File: config.mk
export PLATFORM = sky130hd
export DESIGN_NAME = spi_byte_engine_flat
export DESIGN_NICKNAME = d
export VERILOG_FILES = /design/src/rtl/spi_byte_engine_if.sv /design/src/rtl/spi_byte_engine.sv /design/src/flat_wrapper.sv
export SDC_FILE = /design/constraint.sdc
export NUM_CORES = 1
export LEC_CHECK = 0
export CAP_MARGIN = 0
export CORE_MARGIN = 4
export CORE_UTILIZATION = 42
export CTS_CLUSTER_SIZE = 30
export DETAILED_ROUTE_END_ITERATION = 6
export PLACE_DENSITY = 0.76
export SETUP_SLACK_MARGIN = 0.5
export SYNTH_ARGS = -nofsm -noshare
export SYNTH_HDL_FRONTEND = slang
export SYNTH_SLANG_ARGS = --single-unit
File: constraint.sdc
create_clock -name CLK -period 4.05 [get_ports CLK]
set_input_delay 1.0125 -clock CLK [delete_from_list [all_inputs] [get_ports CLK]]
set_output_delay 1.0125 -clock CLK [all_outputs]
set_load 0.1 [all_outputs]
File: src/rtl/spi_byte_engine_if.sv
// Handshake and SPI pin bundle between the byte engine, its controller and the slave.
// The engine takes the slave modport; the controller/slave side takes master.
interface spi_byte_engine_if;
  logic       getByte;
  logic [7:0] sndData;
  logic       MISO;
  logic       BUSY;
  logic [7:0] RxData;
  logic       MOSI;
  logic       SCLK;

  modport slave (
    input  getByte, sndData, MISO,
    output BUSY, RxData, MOSI, SCLK
  );

  modport master (
    output getByte, sndData, MISO,
    input  BUSY, RxData, MOSI, SCLK
  );
endinterface

File: src/rtl/spi_byte_engine.sv
// SPI mode-0 single-byte master: MSB-first shift out on MOSI, capture on MISO, BUSY handshake.
// Build option SPI_LOOPBACK_EN: the rx shifter samples the internal MOSI instead of MISO.
module spi_byte_engine #(
  parameter int HALF_PER = 1,
  parameter int GAP_CYC  = 1
) (
  input  logic              CLK,
  input  logic              RST,
  spi_byte_engine_if.slave  bus
);

  localparam int HW = (HALF_PER > 1) ? $clog2(HALF_PER) : 1;
  localparam int GW = (GAP_CYC  > 1) ? $clog2(GAP_CYC)  : 1;
  localparam logic [HW-1:0] HALF_LAST = HW'(HALF_PER - 1);
  localparam logic [GW-1:0] GAP_LAST  = GW'((GAP_CYC > 0) ? GAP_CYC - 1 : 0);

  typedef enum logic [1:0] {IDLE, SHIFT, GAP} state_t;

  state_t        state,    state_nxt;
  logic [HW-1:0] half_cnt, half_cnt_nxt;
  logic [2:0]    bit_cnt,  bit_cnt_nxt;
  logic [GW-1:0] gap_cnt,  gap_cnt_nxt;
  logic [6:0]    tx_sr,    tx_sr_nxt;    // bits still to send after the one on MOSI
  logic [7:0]    rx_sr,    rx_sr_nxt;
  logic [7:0]    rx_data,  rx_data_nxt;
  logic          mosi,     mosi_nxt;
  logic          sclk,     sclk_nxt;
  logic          busy,     busy_nxt;
  logic          rx_bit;

`ifdef SPI_LOOPBACK_EN
  assign rx_bit = mosi;
`else
  assign rx_bit = bus.MISO;
`endif

  // NOTE: sequential state uses non-blocking assignments so every register
  // samples the pre-edge values regardless of evaluation order.
  always_ff @(posedge CLK or negedge RST) begin
    if (!RST) begin
      state    <= IDLE;
      half_cnt <= '0;
      bit_cnt  <= '0;
      gap_cnt  <= '0;
      tx_sr    <= '0;
      rx_sr    <= '0;
      rx_data  <= '0;
      mosi     <= 1'b0;
      sclk     <= 1'b0;
      busy     <= 1'b0;
    end else begin
      state    <= state_nxt;
      half_cnt <= half_cnt_nxt;
      bit_cnt  <= bit_cnt_nxt;
      gap_cnt  <= gap_cnt_nxt;
      tx_sr    <= tx_sr_nxt;
      rx_sr    <= rx_sr_nxt;
      rx_data  <= rx_data_nxt;
      mosi     <= mosi_nxt;
      sclk     <= sclk_nxt;
      busy     <= busy_nxt;
    end
  end

  // NOTE: every next-value signal is defaulted to its current value first so
  // no path through the case statement can infer a latch.
  always_comb begin
    state_nxt    = state;
    half_cnt_nxt = half_cnt;
    bit_cnt_nxt  = bit_cnt;
    gap_cnt_nxt  = gap_cnt;
    tx_sr_nxt    = tx_sr;
    rx_sr_nxt    = rx_sr;
    rx_data_nxt  = rx_data;
    mosi_nxt     = mosi;
    sclk_nxt     = sclk;
    busy_nxt     = busy;

    case (state)
      IDLE: begin
        sclk_nxt = 1'b0;
        mosi_nxt = 1'b0;
        busy_nxt = 1'b0;
        if (bus.getByte) begin
          tx_sr_nxt    = bus.sndData[6:0];
          mosi_nxt     = bus.sndData[7];
          busy_nxt     = 1'b1;
          half_cnt_nxt = '0;
          bit_cnt_nxt  = '0;
          state_nxt    = SHIFT;
        end
      end

      SHIFT: begin
        if (half_cnt == HALF_LAST) begin
          half_cnt_nxt = '0;
          sclk_nxt     = ~sclk;
          if (!sclk) begin
            rx_sr_nxt = {rx_sr[6:0], rx_bit};
          end else begin
            bit_cnt_nxt = bit_cnt + 3'd1;
            if (bit_cnt == 3'd7) begin
              // Byte complete: rx_sr already holds all eight captured bits.
              rx_data_nxt = rx_sr;
              mosi_nxt    = 1'b0;
              gap_cnt_nxt = '0;
              if (GAP_CYC == 0) begin
                busy_nxt  = 1'b0;
                state_nxt = IDLE;
              end else begin
                state_nxt = GAP;
              end
            end else begin
              mosi_nxt  = tx_sr[6];
              tx_sr_nxt = {tx_sr[5:0], 1'b0};
            end
          end
        end else begin
          half_cnt_nxt = half_cnt + 1'b1;
        end
      end

      GAP: begin
        sclk_nxt = 1'b0;
        if (gap_cnt == GAP_LAST) begin
          busy_nxt  = 1'b0;
          state_nxt = IDLE;
        end else begin
          gap_cnt_nxt = gap_cnt + 1'b1;
        end
      end

      default: state_nxt = IDLE;
    endcase
  end

  assign bus.BUSY   = busy;
  assign bus.RxData = rx_data;
  assign bus.MOSI   = mosi;
  assign bus.SCLK   = sclk;

endmodule

File: src/flat_wrapper.sv
// flat-port wrapper written by rule: the top's interface ports become plain ports
module spi_byte_engine_flat 
#(
  parameter int HALF_PER = 1,
  parameter int GAP_CYC  = 1
)
  (CLK, RST, bus_getByte, bus_sndData, bus_MISO, bus_BUSY, bus_RxData, bus_MOSI, bus_SCLK);
  spi_byte_engine_if bus_i ();
  input  logic CLK;
  input  logic RST;
  input wire logic [$bits(bus_i.getByte)-1:0] bus_getByte;
  input wire logic [$bits(bus_i.sndData)-1:0] bus_sndData;
  input wire logic [$bits(bus_i.MISO)-1:0] bus_MISO;
  output wire logic [$bits(bus_i.BUSY)-1:0] bus_BUSY;
  output wire logic [$bits(bus_i.RxData)-1:0] bus_RxData;
  output wire logic [$bits(bus_i.MOSI)-1:0] bus_MOSI;
  output wire logic [$bits(bus_i.SCLK)-1:0] bus_SCLK;
  assign bus_i.getByte = bus_getByte;
  assign bus_i.sndData = bus_sndData;
  assign bus_i.MISO = bus_MISO;
  assign bus_BUSY = bus_i.BUSY;
  assign bus_RxData = bus_i.RxData;
  assign bus_MOSI = bus_i.MOSI;
  assign bus_SCLK = bus_i.SCLK;
  spi_byte_engine #(.HALF_PER(HALF_PER), .GAP_CYC(GAP_CYC)) u_core (.CLK(CLK), .RST(RST), .bus(bus_i));
endmodule
# --- Word-level counts from Yosys, hierarchy flattened ---
# Cells that the tools add are included.
# Widths: inputs -> output; s select.
totals:
  regBits: 33
  inputBits: 12
  out_inout_bits: 11
classes:
  addsub: 3
  eq_ne: 9
  muxes: 33
  n_bitwise: 2
  n_reduce_logical: 16
ops:
  columns: ["operator", "count"]
  rows:
  - ["$mux 7", 4]
  - ["$pmux 7 s2", 1]
  - ["$mux 1", 13]
  - ["$reduce_and 4->1", 3]
  - ["$mux 2", 5]
  - ["$pmux 1 s2", 5]
  - ["$reduce_and 5->1", 2]
  - ["$mux 3", 3]
  - ["$ne 2x2->1 const B", 4]
  - ["$reduce_bool 2->1", 4]
  - ["$pmux 2 s3", 1]
  - ["$pmux 3 s2", 1]
  - ["$reduce_and 2->1", 3]
  - ["$reduce_and 3->1", 2]
  - ["$ne 2x1->1 const B", 2]
  - ["$add 3x1->3 const B", 1]
  - ["$eq 3x3->1 const B", 1]
  - ["$add 1x1->1 const B", 2]
  - ["$eq 2x1->1 const B", 1]
  - ["$eq 2x2->1 const B", 1]
  - ["$logic_not 2->1", 1]
  - ["$not 1->1", 2]
  - ["$reduce_or 2->1", 1]

# --- Longest topological paths before layout ---
# Gate-level depths: netlist of the first run.
depth:
  ltp_word: 5
  ltp_mapped: 6
  depth_no_buf: 5

# --- Worst setup path after synthesis of the first run ---
# No wires, ideal clock.
synth_timing:
  path_type: "register to output"
  from: "register u_core.sclk, in the netlist u_core.bus.SCLK"
  to: "output bus_SCLK"
  arrival_ps: 1006
  required_ps: 3038
  slack_ps: 2032
  stages_incl_launch_ff: 1
  path_buffers: 0
  cell_sequence: "dfrtp_1"
synth_lines:
  columns: ["element", "line", "text"]
  rows:
  - ["start: declaration", "spi_byte_engine.sv:27", "logic sclk, sclk_nxt;"]
  - ["start signal: assignment", "spi_byte_engine.sv:60", "sclk <= sclk_nxt;"]
  - ["end: declaration", "flat_wrapper.sv:17", "output wire logic [$bits(bus_i.SCLK)-1:0] bus_SCLK;"]
# No word-level cell between the ends.

# --- Final worst setup path of the first run ---
layout_timing:
  from: "register u_core.sclk, in the netlist u_core.bus.SCLK"
  to: "output bus_SCLK"
# No word-level cell between the ends.

==> results.py, run 1 <==
metrics = {
    "status": {
        "status": "complete, no violations",
    },
    "worst_setup_path": {
        "worstPathMaxFanout": 8,
        "crit_chain": "clkdlybuf4s50_1",
        "start_kind": "register",
        "path_class": "reg -> out",
        "cp.required_ns": 3.04,
        "worst_path_max_delay_cell": "clkdlybuf4s50_1",
        "cpLargestDelayFamily": "buffers and inverters",
        "critPathMaxStageDelay_ns": 1.19,
        "crit_buf_inv": 1,
        "arrival_ns": 2.03,
        "critPathCaptureType": "output port",
    },
    "clock_network": {
        "htree_levels": 2,
        "numCtsBuffers": 5,
        "cts_setup_buffers": 0,
        "clk_pin_slew_worst_paths_ns": 0.08,
        "cts_tree": "yes",
        "cts_resized": 0,
        "cts_max_path_buffers": 2,
        "cts_root_buffer": "clkbuf_4",
        "clk_latency_ns": 0.33,
        "clkSinkCount": 31,
        "ctsHoldBuffers": 0,
    },
    "sta": {
        "skew_ns": 0.00776,
        "fin_crit_sh_pct": 75.0,
        "worst_slew_margin_rel_pct": 35.0,
        "worstMarginPinSlew_ns": 0.972,
        "setup_viol": 0,
        "rsz0062_at_grt": "false",
        "max_freq_ghz": 0.329,
        "final_max_slew_viol_count": 0,
        "tns_ns": 0,
        "timing.final.crit_period_ns": 3.04,
        "finalHoldViolCount": 0,
    },
    "worst_hold_path": {
        "hold_class": "reg -> reg",
    },
    "global_route": {
        "grt_first_pass_wirelength_um": 3820,
        "grt_max_degree": 32,
        "grt_pass1_vias": 865,
        "grt.overflow.total": 0,
        "antenna_found_initial": 0,
        "use_met1_pct": 13.8,
        "track_usage_pct": 12.4,
        "grtUsageMet3_pct": 4.27,
        "use_met2_pct": 19.7,
        "busiest_layer": "met2",
    },
    "floorplan": {
        "initial_utilization_pct": 44.6,
        "core-area_sq_um": 3080,
        "die_x_um": 65.2,
        "die_h_um": 65.2,
        "rows": 20,
        "io-pin-count": 23,
        "dieArea_sq_um": 4250,
    },
    "layout": {
        "nets": 133,
        "drive_above_1_share_pct": 18.3,
        "area_growth_pct": 22.0,
        "n_antenna_cell": 0,
    },
    "detailed_routing": {
        "drc_errors": 0,
        "drtPass1Iterations": 4,
        "drt-initial-drc-count": 20,
        "ant_nets": 0,
        "vias": 806,
        "routed_wl_um": 2160,
        "routedWlPerCell_um": 13.2,
        "vias_per_cell": 4.91,
    },
    "yosys": {
        "synth.most_common_cell": "dfrtp_1",
        "ys_types": 27,
        "ys_top_cells_by_area": "dfrtp_1 (57%), mux2_1 (14%), mux2_4 (7.7%)",
        "ys_async_sr_fraction_pct": 100,
        "ys.flop_type": "dfrtp_1",
        "yosys_register_bits": 31,
        "synth-seq-area-share_pct": 56.5,
        "avgSynthCellArea_sq_um": 14.8,
        "synth_fp_nets": 107,
        "syn_inst": 93,
        "synth_top_cell_by_area": "dfrtp_1",
        "ys_warn_count": 0,
        "ys_top_cells_by_count": "dfrtp_1 (31), mux2_1 (17), mux2_4 (7), mux2_2 (6), a22o_1 (5)",
        "syn_area_sq_um": 1370,
        "synth_top_area_share_pct": 56.5,
        "synth-edff-count": 0,
    },
    "placed_design": {
        "io_buffers": 22,
        "routabilityCongestion": 0.700,
        "hpwl_um": 1570,
    },
    "job": {
        "cap_violations": 0,
    },
}
-- stage by stage --
stage	worst slack, ns	util, %	instance area (sq um)	std cells	hold WS (ns)
after floorplan	2.03	-	1370	93	0.450
after global routing	0.947	54.4	1670	164	0.511
after CTS	0.983	54.4	1670	164	0.496
after global placement	1.36	52.8	1620	156	0.466
after detailed placement	1.36	52.8	1620	156	0.476
final	1.01	54.4	1670	164	0.489
-- state kept, by name, indices dropped and copies added (netlist names) --
| signal | count |
|---|---|
| u_core.bit_cnt | 3 |
| u_core.bus.BUSY | 1 |
| u_core.bus.MOSI | 1 |
| u_core.bus.RxData | 8 |
| u_core.bus.SCLK | 1 |
| u_core.rx_sr | 8 |
| u_core.state | 2 |
| u_core.tx_sr | 7 |
-- path summary, 6_finish.rpt --
path,start,to,slack [ns],cells after the start
worst min register to register,u_core.rx_sr[7]$_DFFE_PN0P_,u_core.bus.RxData[7]$_DFFE_PN0P_,0.49,1
worst max register to register,u_core.state[0]$_DFFE_PN0P_,u_core.tx_sr[1]$_DFFE_PN0P_,1.86,3
max in group asynchronous,RST,u_core.bit_cnt[2]$_DFFE_PN0P_,2.72,2
worst max-delay path,u_core.bus.SCLK$_DFFE_PN0P_,bus_SCLK,1.01,1
worst min-delay path,u_core.rx_sr[7]$_DFFE_PN0P_,u_core.bus.RxData[7]$_DFFE_PN0P_,0.49,1
min in group asynchronous,RST,u_core.bus.RxData[2]$_DFFE_PN0P_,1.06,2
-- logic make-up after synthesis --
group                    synth area share [%]
AND/OR/NAND/NOR                          5.20
buffers and inverters                    3.10
flip-flops                               56.5
AO/OA/AOI/OAI                            6.11
multiplexers                             27.3
adder cells (fa/ha/maj)                  1.82
-- layout make-up --
class / count / area, sq um
clock buffers: 7 / 45.0
clock inverters: 1 / 5.00
fillers: 271 / 1400
inverters: 3 / 11.3
multi-input cells: 55 / 554
flip-flops and latches: 31 / 776
well taps: 44 / 55.1
repair buffers: 23 / 228
-- metal layers --
layer  share of wire (%)  vias up
li1                    -      384
met1                  42      396
met2                  49       18
met3                 5.5        8
met4                 3.7        0
met5                   0        -
-- cells in the final DEF (no fill, tap or decap), drive strengths merged, types with 2 or more instances in the layout --
cell type      instances
dfrtp                 31
inv                    3
nand2                  2
mux2                  30
clkdlybuf4s50         22
nor2b                  2
ha                     2
clkbuf                 7
a22o                   5
Power of run 1 is not shown: default switching activity piles up to over one toggle a cycle in this logic, so the estimate is an artifact.
==> run 2: changes to the inputs <==
clock period = 3 ns   (was 4.05 ns; I/O delays follow)
==> results.py, run 2 (synthesized netlist as in run 1, its figures left out) <==
metrics = {
    "status": {
        "status": "complete, no violations",
    },
    "global_route": {
        "grt_pass1_vias": 814,
        "grt_first_pass_wirelength_um": 3660,
        "grt.overflow.total": 0,
        "antenna_found_initial": 0,
        "grt_max_degree": 32,
        "track_usage_pct": 11.7,
    },
    "detailed_routing": {
        "routed_wl_um": 2170,
        "drt-initial-drc-count": 11,
        "routedWlPerCell_um": 13.1,
        "drtPass1Iterations": 4,
        "ant_nets": 0,
        "vias_per_cell": 4.93,
        "drc_errors": 0,
        "vias": 813,
    },
    "layout": {
        "fillers": 263,
        "drive_above_1_share_pct": 28.9,
        "nets": 134,
        "n_antenna_cell": 0,
        "final_cell_mix": "dfrtp_1 (31), mux2_1 (17), buf_4 (13)",
        "final_common_cell": "dfrtp_1",
        "multi_input_area_sq_um": 554,
        "register_area_sq_um": 776,
        "area_growth_pct": 20.8,
    },
    "clock_network": {
        "numCtsBuffers": 5,
        "htree_levels": 2,
        "cts_resized": 0,
        "cts_root_buffer": "clkbuf_4",
        "clk_latency_ns": 0.34,
        "ctsHoldBuffers": 0,
        "cts_max_path_buffers": 2,
        "clkSinkCount": 31,
        "cts_tree": "yes",
        "clk_pin_slew_worst_paths_ns": 0.09,
        "cts_setup_buffers": 0,
    },
    "worst_setup_path": {
        "critPathMaxStageDelay_ns": 0.49,
        "worstPathMaxFanout": 7,
        "start_kind": "input pin",
        "cp.required_ns": 3.22,
        "path_class": "in -> reg",
        "critPathCaptureType": "register",
        "crit_chain": "clkdlybuf4s50_1 -> nor3b_1 -> a31o_1 -> mux2_4",
        "worst_path_max_delay_cell": "clkdlybuf4s50_1",
        "arrival_ns": 2.25,
    },
    "sta": {
        "setup_viol": 0,
        "rsz0062_at_grt": "false",
        "timing.final.crit_period_ns": 2.03,
        "tns_ns": 0,
        "worstMarginPinSlew_ns": 0.432,
        "finalHoldViolCount": 0,
        "fin_crit_sh_pct": 67.7,
        "skew_ns": 0.00971,
        "worst_slew_margin_rel_pct": 71.2,
        "final_max_slew_viol_count": 0,
        "max_freq_ghz": 0.493,
    },
    "placed_design": {
        "routabilityCongestion": 0.711,
        "io_buffers": 22,
        "hpwl_um": 1580,
    },
    "floorplan": {
        "io-pin-count": 23,
        "rows": 20,
        "die_x_um": 65.2,
        "dieArea_sq_um": 4250,
        "die_h_um": 65.2,
        "initial_utilization_pct": 44.6,
        "core-area_sq_um": 3080,
    },
    "worst_hold_path": {
        "hold_class": "reg -> reg",
    },
    "job": {
        "cap_violations": 0,
    },
}
run 2: cell count changes in the layout (fill, tap and decap cells not counted):
cell | before | now
buf_4 | 1 | 13
clkbuf_1 | 2 | 1
clkdlybuf4s50_1 | 22 | 11
clkinvlp_4 | 0 | 1
run 2: worst max-delay path: cells and delay by family:
kind | cells | cell delay [ns]
AOI/OAI and AO/OA | 1 | 0.41
and+or+nand+nor | 1 | 0.25
muxes | 1 | 0.34
buffers and inverters | 1 | 0.49
run 2: per-layer routing:
layer  routed length (um)  track usage, %  vias up
met5                    0               0        -
li1                     -               -      384
met1                  966            13.1      407
met2                 1030            18.1       17
met3                  126            6.15        5
met4                   50            6.22        0
run 2: layout make-up:
| cell class | count | share of cell area, % |
|---|---|---|
| Sequential cell | 31 | 46.8 |
| Clock buffer | 6 | 2.49 |
| Timing Repair Buffer | 24 | 12.5 |
| Inverter | 3 | 0.679 |
| Clock inverter | 2 | 0.755 |
| Tap cell | 44 | 3.32 |
| Multi-Input combinational cell | 55 | 33.4 |
run 2: metrics by stage:
stage | std cells | cell area [sq um] | util [%] | hold slack [ns] | setup WS (ns)
after global routing | 165 | 1660 | 53.9 | 0.509 | 0.888
final | 165 | 1660 | 53.9 | 0.494 | 0.970
after floorplan | 93 | 1370 | - | 0.450 | 1.11
after global placement | 157 | 1600 | 52.1 | 0.465 | 0.636
after detailed placement | 157 | 1600 | 52.1 | 0.474 | 0.610
after CTS | 165 | 1660 | 53.9 | 0.498 | 0.977
run 2: final timing paths:
kind,start,end,cells past startpoint,slack [ns]
min in group asynchronous,RST,u_core.rx_sr[0]$_DFFE_PN0P_,2,0.79
min,u_core.bus.BUSY$_DFFE_PN0P_,u_core.bus.BUSY$_DFFE_PN0P_,1,0.49
max reg2reg,u_core.state[0]$_DFFE_PN0P_,u_core.tx_sr[4]$_DFFE_PN0P_,4,1.08
max,bus_getByte,u_core.tx_sr[4]$_DFFE_PN0P_,4,0.97
max in group asynchronous,RST,u_core.bit_cnt[0]$_DFFE_PN0P_,2,1.91
min reg2reg,u_core.bus.BUSY$_DFFE_PN0P_,u_core.bus.BUSY$_DFFE_PN0P_,1,0.49
Power of run 2 is left out for the same reason.
